==> config.mk <==
export PLATFORM = sky130hd
export DESIGN_NAME = seven_segment_scan_decoder
export DESIGN_NICKNAME = d
export VERILOG_FILES = /design/src/rtl/seven_segment_pkg.sv /design/src/rtl/seven_segment_pattern_decoder.sv /design/src/rtl/seven_segment_scan_decoder.sv
export SDC_FILE = /design/constraint.sdc
export NUM_CORES = 1
export LEC_CHECK = 0
export BUFFER_PORTS_ARGS = -buffer_cell sky130_fd_sc_hd__buf_2
export CAP_MARGIN = 20
export CORE_UTILIZATION = 50
export CTS_BUF_LIST = sky130_fd_sc_hd__clkbuf_8
export CTS_CLUSTER_DIAMETER = 100
export CTS_CLUSTER_SIZE = 24
export DETAILED_ROUTE_END_ITERATION = 10
export PLACE_DENSITY = 0.76
export SLEW_MARGIN = 10
export SYNTH_ARGS = -nofsm -noshare
export SYNTH_HDL_FRONTEND = slang
export SYNTH_SLANG_ARGS = --single-unit
==> constraint.sdc <==
create_clock -name i_Clk -period 2.35 [get_ports i_Clk]
set_clock_uncertainty 0.15 [all_clocks]
set_input_delay 0 -clock i_Clk [delete_from_list [all_inputs] [get_ports i_Clk]]
set_output_delay 0 -clock i_Clk [all_outputs]
set_load 0.005 [all_outputs]
==> src/rtl/seven_segment_pkg.sv <==
// Shared constants and types for the seven-segment scan receive path.
// Segment patterns are active-high, bit0=a ... bit6=g.
package seven_segment_pkg;

  localparam int unsigned DIGIT_W = 4;
  localparam int unsigned SEG_W   = 7;

  localparam logic [SEG_W-1:0] SEG_0 = 7'h3F;
  localparam logic [SEG_W-1:0] SEG_1 = 7'h06;
  localparam logic [SEG_W-1:0] SEG_2 = 7'h5B;
  localparam logic [SEG_W-1:0] SEG_3 = 7'h4F;
  localparam logic [SEG_W-1:0] SEG_4 = 7'h66;
  localparam logic [SEG_W-1:0] SEG_5 = 7'h6D;
  localparam logic [SEG_W-1:0] SEG_6 = 7'h7D;
  localparam logic [SEG_W-1:0] SEG_7 = 7'h07;
  localparam logic [SEG_W-1:0] SEG_8 = 7'h7F;
  localparam logic [SEG_W-1:0] SEG_9 = 7'h6F;

  localparam logic [DIGIT_W-1:0] SEG_INVALID_BCD = 4'hF;

  typedef struct packed {
    logic               valid;
    logic [DIGIT_W-1:0] bcd;
  } digit_dec_t;

  typedef enum logic [1:0] {
    AnBlank,
    AnSingle,
    AnMulti
  } anode_class_t;

endpackage

==> src/rtl/seven_segment_pattern_decoder.sv <==
// Combinational seven-segment pattern to BCD decoder.
// Unknown patterns report valid=0 and the invalid BCD code.
module seven_segment_pattern_decoder
  import seven_segment_pkg::*;
(
  input  logic [SEG_W-1:0] pattern_i,
  output digit_dec_t       dec_o
);

  always_comb begin
    dec_o = '{valid: 1'b1, bcd: SEG_INVALID_BCD};
    case (pattern_i)
      SEG_0:   dec_o.bcd = 4'd0;
      SEG_1:   dec_o.bcd = 4'd1;
      SEG_2:   dec_o.bcd = 4'd2;
      SEG_3:   dec_o.bcd = 4'd3;
      SEG_4:   dec_o.bcd = 4'd4;
      SEG_5:   dec_o.bcd = 4'd5;
      SEG_6:   dec_o.bcd = 4'd6;
      SEG_7:   dec_o.bcd = 4'd7;
      SEG_8:   dec_o.bcd = 4'd8;
      SEG_9:   dec_o.bcd = 4'd9;
      default: dec_o = '{valid: 1'b0, bcd: SEG_INVALID_BCD};
    endcase
  end

endmodule

==> src/rtl/seven_segment_scan_decoder.sv <==
// Receive side of a multiplexed seven-segment bus: settles each scanned digit,
// decodes it back to BCD and publishes complete multi-digit frames.
module seven_segment_scan_decoder
  import seven_segment_pkg::*;
#(
  parameter int unsigned SEGMENT_NUM   = 4,
  parameter bit          ACTIVE_LOW    = 1'b1,
  parameter int unsigned SETTLE_CYCLES = 16,
  parameter int unsigned STALL_CYCLES  = 50000
) (
  input  logic                           i_Clk,
  input  logic                           i_Reset,
  input  logic [SEG_W-1:0]               i_Segments,
  input  logic [SEGMENT_NUM-1:0]         i_Anodes,
  output logic [DIGIT_W*SEGMENT_NUM-1:0] o_BCD_Num,
  output logic                           o_Frame_Valid,
  output logic                           o_Frame_Error,
  output logic                           o_Scan_Error,
  output logic                           o_Stalled
);

  localparam int unsigned IdxW    = (SEGMENT_NUM > 1) ? $clog2(SEGMENT_NUM) : 1;
  localparam int unsigned CntW    = $clog2(SEGMENT_NUM + 1);
  localparam int unsigned SettleW = $clog2(SETTLE_CYCLES + 1);
  localparam int unsigned StallW  = $clog2(STALL_CYCLES + 1);
  localparam int unsigned SampleW = SEGMENT_NUM + SEG_W;
  localparam int unsigned FrameW  = DIGIT_W * SEGMENT_NUM;

  localparam logic [SettleW-1:0] SettleLast = SettleW'(SETTLE_CYCLES - 1);
  localparam logic [SettleW-1:0] SettleDone = SettleW'(SETTLE_CYCLES);
  localparam logic [StallW-1:0]  StallMax   = StallW'(STALL_CYCLES);

  // Input stage, normalised to active-high.
  logic [SEG_W-1:0]       seg_d, seg_q;
  logic [SEGMENT_NUM-1:0] an_d, an_q;
  logic [SampleW-1:0]     sample, prev_q;

  assign seg_d  = ACTIVE_LOW ? ~i_Segments : i_Segments;
  assign an_d   = ACTIVE_LOW ? ~i_Anodes : i_Anodes;
  assign sample = {an_q, seg_q};

  // Anode classification of the registered sample.
  logic [CntW-1:0] active_cnt;
  logic [IdxW-1:0] digit_idx;
  anode_class_t    an_class;

  always_comb begin
    active_cnt = '0;
    digit_idx  = '0;
    for (int i = 0; i < SEGMENT_NUM; i++) begin
      if (an_q[i]) begin
        active_cnt = active_cnt + CntW'(1);
        digit_idx  = IdxW'(i);
      end
    end
    if (active_cnt == '0) begin
      an_class = AnBlank;
    end else if (active_cnt == CntW'(1)) begin
      an_class = AnSingle;
    end else begin
      an_class = AnMulti;
    end
  end

  // Settle counter parks at SettleDone after capturing so a long dwell captures once.
  logic [SettleW-1:0] settle_d, settle_q;
  logic               capture;

  always_comb begin
    settle_d = '0;
    capture  = 1'b0;
    if (an_class == AnSingle && sample == prev_q) begin
      if (settle_q == SettleLast) begin
        capture  = 1'b1;
        settle_d = SettleDone;
      end else if (settle_q == SettleDone) begin
        settle_d = SettleDone;
      end else begin
        settle_d = settle_q + SettleW'(1);
      end
    end
  end

  digit_dec_t dec;

  seven_segment_pattern_decoder u_pattern_decoder (
    .pattern_i (seg_q),
    .dec_o     (dec)
  );

  // Frame assembly. Completion clears the mask before a coincident capture sets its bit.
  logic [SEGMENT_NUM-1:0] mask_d, mask_q;
  logic [FrameW-1:0]      shadow_d, shadow_q;
  logic [FrameW-1:0]      bcd_d, bcd_q;
  logic                   err_d, err_q;
  logic                   frame_err_d, frame_err_q;
  logic                   frame_done;
  logic                   frame_valid_q;
  logic                   scan_err_q;

  always_comb begin
    frame_done  = &mask_q;
    mask_d      = frame_done ? '0 : mask_q;
    err_d       = frame_done ? 1'b0 : err_q;
    shadow_d    = shadow_q;
    bcd_d       = frame_done ? shadow_q : bcd_q;
    frame_err_d = frame_done ? err_q : frame_err_q;
    if (capture) begin
      mask_d[digit_idx]                          = 1'b1;
      shadow_d[DIGIT_W*digit_idx +: DIGIT_W]     = dec.bcd;
      err_d                                      = err_d | ~dec.valid;
    end
  end

  logic [StallW-1:0] stall_d, stall_q;

  always_comb begin
    if (capture) begin
      stall_d = '0;
    end else if (stall_q == StallMax) begin
      stall_d = stall_q;
    end else begin
      stall_d = stall_q + StallW'(1);
    end
  end

  always_ff @(posedge i_Clk or negedge i_Reset) begin
    if (!i_Reset) begin
      seg_q         <= '0;
      an_q          <= '0;
      prev_q        <= '0;
      settle_q      <= '0;
      mask_q        <= '0;
      shadow_q      <= '0;
      err_q         <= 1'b0;
      bcd_q         <= '0;
      frame_err_q   <= 1'b0;
      frame_valid_q <= 1'b0;
      scan_err_q    <= 1'b0;
      stall_q       <= '0;
    end else begin
      seg_q         <= seg_d;
      an_q          <= an_d;
      prev_q        <= sample;
      settle_q      <= settle_d;
      mask_q        <= mask_d;
      shadow_q      <= shadow_d;
      err_q         <= err_d;
      bcd_q         <= bcd_d;
      frame_err_q   <= frame_err_d;
      frame_valid_q <= frame_done;
      scan_err_q    <= (an_class == AnMulti);
      stall_q       <= stall_d;
    end
  end

  assign o_BCD_Num     = bcd_q;
  assign o_Frame_Valid = frame_valid_q;
  assign o_Frame_Error = frame_err_q;
  assign o_Scan_Error  = scan_err_q;
  assign o_Stalled     = (stall_q == StallMax);

endmodule
Word level (Yosys, flattened, before mapping)

Cells that the tools add are included.

Bits of input ports: 13
Register bits: 83
Logic and storage cells: 75

Shifts and indexed selects: 2
Bitwise operators: 5
Magnitude comparators: 2
Add/subtract/negate cells: 6
Muxes and demuxes: 25
Equal/unequal tests: 18
Reduce and logical (&&, ||, !) cells: 5

Operators with widths:

| operator                                              | number |
|---|---|
| == test 7 bit, second input constant                  | 7 |
| one-hot mux 4 bit (10 select lines)                   | 1 |
| negator 4 -> 34 bit                                   | 1 |
| variable shift 4 x 34 -> 16 bit, first input constant | 1 |
| indexed part select 4 x 34 -> 16 bit                  | 1 |
| two-way mux 16 bit                                    | 2 |
| adder 16 x 1 -> 16 bit, second input constant         | 1 |
| bitwise mux 16 bit                                    | 1 |
| == test 16 bit, second input constant                 | 1 |
| two-way mux 5 bit                                     | 3 |
| == test 7 x 3 -> 1 bit, second input constant         | 2 |
| == test 11 bit                                        | 1 |
| OR reduction 10 bit                                   | 1 |
| adder 3 x 1 -> 3 bit, second input constant           | 3 |
| two-way mux 3 bit                                     | 3 |
| two-way mux 1 bit                                     | 8 |
| two-way mux 2 bit                                     | 4 |
| two-way mux 4 bit                                     | 2 |
| == test 7 x 6 -> 1 bit, second input constant         | 1 |
| inverter 7 bit                                        | 1 |
| adder 5 x 1 -> 5 bit, second input constant           | 1 |
| == test 5 x 4 -> 1 bit, second input constant         | 1 |
| == test 5 bit, second input constant                  | 1 |
| inverter 4 bit                                        | 1 |
| 13 further kinds                                      | 14 |

Logic depth before layout (Yosys ltp)

Depth in word-level cells: 14
Gate-level depth with buffers: 9
Mapped depth without buffers: 8

By module

A second synthesis with hierarchy kept.

Cells, all modules: 379
Area, all modules: 3988.8 sq um

By module, submodules not included:

| module                        | area an instance (sq um) | cells each | times used |
|---|---|---|---|
| seven_segment_scan_decoder    | 3801.1                   | 351        | 1 |
| seven_segment_pattern_decoder | 187.7                    | 28         | 1 |

Least setup slack after synthesis

No wires, ideal clock.

Path type: reg-to-reg
Start: register an_q[0]
End: register shadow_q[0]
Buffers on the path: 1
Clock period less this slack: 2515 ps
Setup slack: -165 ps
Arrival time: 2241 ps
Stages on the path, launching flop included: 10
Library setup time: 125 ps
Cells stage by stage: dfrtp_1 inv_1 ha_1 xor2_2 ha_1 nand2b_1 o32a_4 buf_6 nor3_4 mux2_2

Cells in the longest elaborated chain, start to end: 13
Elaborated cells between the ends (all ways): 15
Those cells by class: add/sub (3); eq/ne (3); mux (7); reduce/logical (2)

Ends and longest elaborated chain:

| item                   | line                              | RTL |
|---|---|---|
| from (decl)            | seven_segment_scan_decoder.sv:35  | `logic [SEGMENT_NUM-1:0] an_d, an_q;` |
| from (signal assigned) | seven_segment_scan_decoder.sv:143 | `an_q <= an_d;` |
| two-way mux 1 bit      | seven_segment_scan_decoder.sv:51  | `if (an_q[i]) begin` |
| adder 3 x 1 -> 3 bit   | seven_segment_scan_decoder.sv:52  | `active_cnt = active_cnt + CntW'(1);` |
| two-way mux 3 bit      | seven_segment_scan_decoder.sv:51  |  |
| adder 3 x 1 -> 3 bit   | seven_segment_scan_decoder.sv:52  |  |
| two-way mux 3 bit      | seven_segment_scan_decoder.sv:51  |  |
| adder 3 x 1 -> 3 bit   | seven_segment_scan_decoder.sv:52  |  |
| two-way mux 3 bit      | seven_segment_scan_decoder.sv:51  |  |
| == test 3 x 1 -> 1 bit | seven_segment_scan_decoder.sv:58  | `end else if (active_cnt == CntW'(1)) begin` |
| two-way mux 2 bit      | seven_segment_scan_decoder.sv:58  |  |
| two-way mux 2 bit      | seven_segment_scan_decoder.sv:56  | `if (active_cnt == '0) begin` |
| == test 2 x 1 -> 1 bit | seven_segment_scan_decoder.sv:72  | `if (an_class == AnSingle && sample == prev_q) begin` |
| logical AND 1 bit (*)  | seven_segment_scan_decoder.sv:72  |  |
| two-way mux 1 bit (*)  | seven_segment_scan_decoder.sv:72  |  |
| to (signal assigned)   | seven_segment_scan_decoder.sv:147 | `shadow_q <= shadow_d;` |
| to (decl)              | seven_segment_scan_decoder.sv:93  | `logic [FrameW-1:0] shadow_d, shadow_q;` |

Mark *: on every way between the ends. The rest lies on a longest branch, timed or not.
A chain may end at the register's enable or synchronous reset.

Worst setup path after layout

Start: register an_q[0]
End: register shadow_q[14]

Same word-level chain as after synthesis.

==> impl_results.md <==
* Final WL at 7610 um
* R2R cell count at 8
* Synthesized instance count at 380
* End of the critical path: shadow_q[14]$_DFFE_PN0P_
* R2r setup slk at -100 ps
* Synth area leaders: dfrtp_1, nand2_1, ha_1
* Asr flop ratio synth at 100%
* Clock Sink Count at 83
* Final Util at 62.3%
* First-pass GRT wire length at 13500 um
* Area delta synth->final at 19.8%
* H-tree depth at 3
* Detailed Place HPWL at 4990 um
* Ant diodes at 0
* Ports at 33
* Max-slew headroom at 69.1%
* Final cell count without fillers at 551
* DRC viols at 0
* Layout cell share with drive strength beyond 1 at 24.3%
* Final Setup Violations at 35
* Post-synthesis cell type count at 49
* Gr usage total at 20.1%
* Die ar. at 8440 sq um
* Slowest CP cell: dfrtp_1
* RSZ-0062 raised after global routing: true
* Crit-path cells: inv_2 -> ha_4 -> xor2_2 -> ha_1 -> xor2_1 -> o32a_4 -> nor3_4 -> mux2_2
* Final nets at 473
* Syn_area_per_cell at 10.6 sq um
* Post-synth EDFFs at 0
* I/O Buffers at 32
* Vias at 2916
* Skew-Pair Late Insertion Delay at 350 ps
* Metal1 wirelength at 3470 um
* Yosys top cell area share at 51.5%
* Placed cells at 519
* Status: complete, but fails checks
* Vias in the first global route at 2923
* Synthesis warning total at 0
* Clk root buf: clkbuf_8
* Starting Density at 52.0%
* CP Max Fanout at 6
* Power Dens Cells at 571 nW/um^2
* Core box area at 7770 sq um
* Hold Vio Cnt, Final at 0
* Synth area leader: dfrtp_1
* Worst path required time at 2450 ps
* Peak supply drop at 0.000321 V
* Final WS setup at -99.0 ps
* HP Class: input pin to async pin
* Met2 WL at 3740 um
* CP endpoint kind: flop
* # rows at 32
* Crit share post-route at 104%
* CTS tree: yes
* DIE WIDTH at 91.9 um
* Cell Area, Synth at 4040 sq um
* Vias per inst at 5.29
* Violated checks: negative setup slack
* Post-synthesis register bit count at 83
* Worst Tran Pin Value at 464 ps
* Reg-to-Reg End: shadow_q[14]$_DFFE_PN0P_
* Largest net degree at the start of global routing at 84
* Slew Viols, Final at 0
* Initial antenna violation count at 0
* Num CTS Buffers at 9
* Largest stage delay on the critical path at 410 ps
* Crit Path Class: flop to flop
* Syn nets at 409
* Drt first pass iters at 4
* Max clock buf depth at 2
* Fmax at 408 MHz
* Lkg Pwr at 2.45 nW
* Critical Path Source Type: flop
* Worst setup path startpoint: an_q[0]$_DFF_PN0_
* Reg2reg start: an_q[0]$_DFF_PN0_
* Final worst path period need at 2450 ps
* Remaining antenna violation count after routing at 0
* Max-cap viol count at 0
* Met3 Routed Length at 307 um
* Die Span Y at 91.9 um
* Post-DR wirelength/cell at 13.8 um
* Synth Flop Type: dfrtp_1
* Final Wtd Congestion at 0.832
* Drt first-iter violations at 177
* Seq/Total Area, Yosys at 51.5%
* Highest routed metal layer: met4
* Grt ovf at 0
* Clock transition at path regs at 90 ps
* Critical path arrival at 2540 ps
state kept, by name, indices dropped and copies added, names as in the netlist:
name           flops
seg_q              7
stall_q           16
mask_q             4
prev_q            11
an_q               4
err_q              1
o_Scan_Error       1
settle_q           5
shadow_q          16
o_Frame_Error      1
o_BCD_Num         16
o_Frame_Valid      1
cell usage after synthesis, types with 3 or more instances:
| cell type | n |
|---|---|
| a21oi_1 | 3 |
| a22o_1 | 5 |
| and3_1 | 12 |
| buf_2 | 3 |
| buf_6 | 4 |
| clkbuf_1 | 5 |
| dfrtp_1 | 83 |
| ha_1 | 16 |
| inv_1 | 20 |
| mux2_2 | 12 |
| nand2_1 | 67 |
| nand2b_1 | 4 |
| nand3_1 | 13 |
| nand4_1 | 13 |
| nor2_1 | 31 |
| nor2b_1 | 3 |
| nor3_1 | 4 |
| nor3_4 | 4 |
| nor4b_1 | 4 |
| o21ai_0 | 3 |
| o31ai_1 | 8 |
| or3_1 | 4 |
| xnor2_1 | 7 |
| xor2_1 | 21 |
cell usage in the layout (no fill, tap or decap), types with 13 or more instances in the layout:
| cell | instances |
|---|---|
| buf_2 | 31 |
| buf_4 | 18 |
| dfrtp_1 | 83 |
| ha_1 | 15 |
| inv_1 | 18 |
| nand2_1 | 67 |
| nand3_1 | 13 |
| nand4_1 | 13 |
| nor2_1 | 30 |
| xor2_1 | 21 |
worst min path at each step:
stage | startpoint | end | slack [ps] | cells past startpoint
global route | i_Reset | stall_q[14]$_DFFE_PN0P_ | 90 | 3
floorplan | i_Reset | an_q[0]$_DFF_PN0_ | -450 | 0
finish | i_Reset | stall_q[14]$_DFFE_PN0P_ | 50 | 3
detailed placement | i_Reset | stall_q[13]$_DFFE_PN0P_ | -90 | 2
CTS | i_Reset | stall_q[13]$_DFFE_PN0P_ | 70 | 3
global placement | i_Reset | stall_q[13]$_DFFE_PN0P_ | -90 | 2
cell families (layout without fill, tap and decap cells):
family / after synthesis / in the layout / synth area share (%)
simple gates: 176 / 176 / 23.7
flops: 83 / 83 / 51.5
buf+inv: 35 / 103 / 4.09
xor+xnor: 30 / 30 / 6.88
compound gates: 27 / 28 / 5.36
fa+ha+maj: 16 / 16 / 4.96
mux: 13 / 13 / 3.60
cell type report:
cell class                      instances  area (sq um)
Sequential cell                        83          2080
Timing Repair Buffer                   65           495
Clock inverter                          7          77.6
Clock buffer                            9           124
Multi-Input combinational cell        263          1850
Fill cell                             638          2930
Tap cell                              102           128
Inverter                               22          82.6
through the flow:
stage / hold slack [ps] / TNS [ps] / instance area (sq um) / setup WS (ps) / power, mW
after global routing: 94.9 / -6240 / 4840 / -202 / 2.87
after detailed placement: -86.9 / -2700 / 4430 / -165 / 1.72
final: 49.7 / -1100 / 4840 / -99.0 / 2.76
after global placement: -92.6 / -234 / 4430 / -63.1 / 1.71
after CTS: 65.8 / -1850 / 4780 / -116 / 2.78
after floorplan: -446 / -218 / 4050 / -24.2 / 1.63
critical path: cells and delay by family (launching register included):
family                   cells  cell delay, ps
adder cells (fa/ha/maj)      2             430
flip-flops                   1             410
multiplexers                 1             360
XOR/XNOR                     2             340
AO/OA/AOI/OAI                1             320
AND/OR/NAND/NOR              1             240
buffers and inverters        1              80
power by group:
group / internal (mW) / switching (mW) / leakage (nW)
Sequential: 1.45 / 0.0238 / 1.09
Clock: 0.498 / 0.541 / 0.0934
Combinational: 0.110 / 0.139 / 1.26
Total: 2.06 / 0.704 / 2.45
timing repair:
item / CTS / global route
endpoints found under the setup margin: 37 / 38
endpoints found under the hold margin: 94 / 0
cloned: 1 / 1
gates resized for setup: 1 / 6
pin swaps: 2 / 1
buffers inserted: 1 / 1
hold buffers: 12 / 0
metal layers:
metal	vias to the layer above	global-route usage, %
li1	1421	-
met1	1410	27.0
met2	73	32.3
met3	12	5.06
met4	0	6.25
met5	-	0
Power figures use the tool's default switching activity.
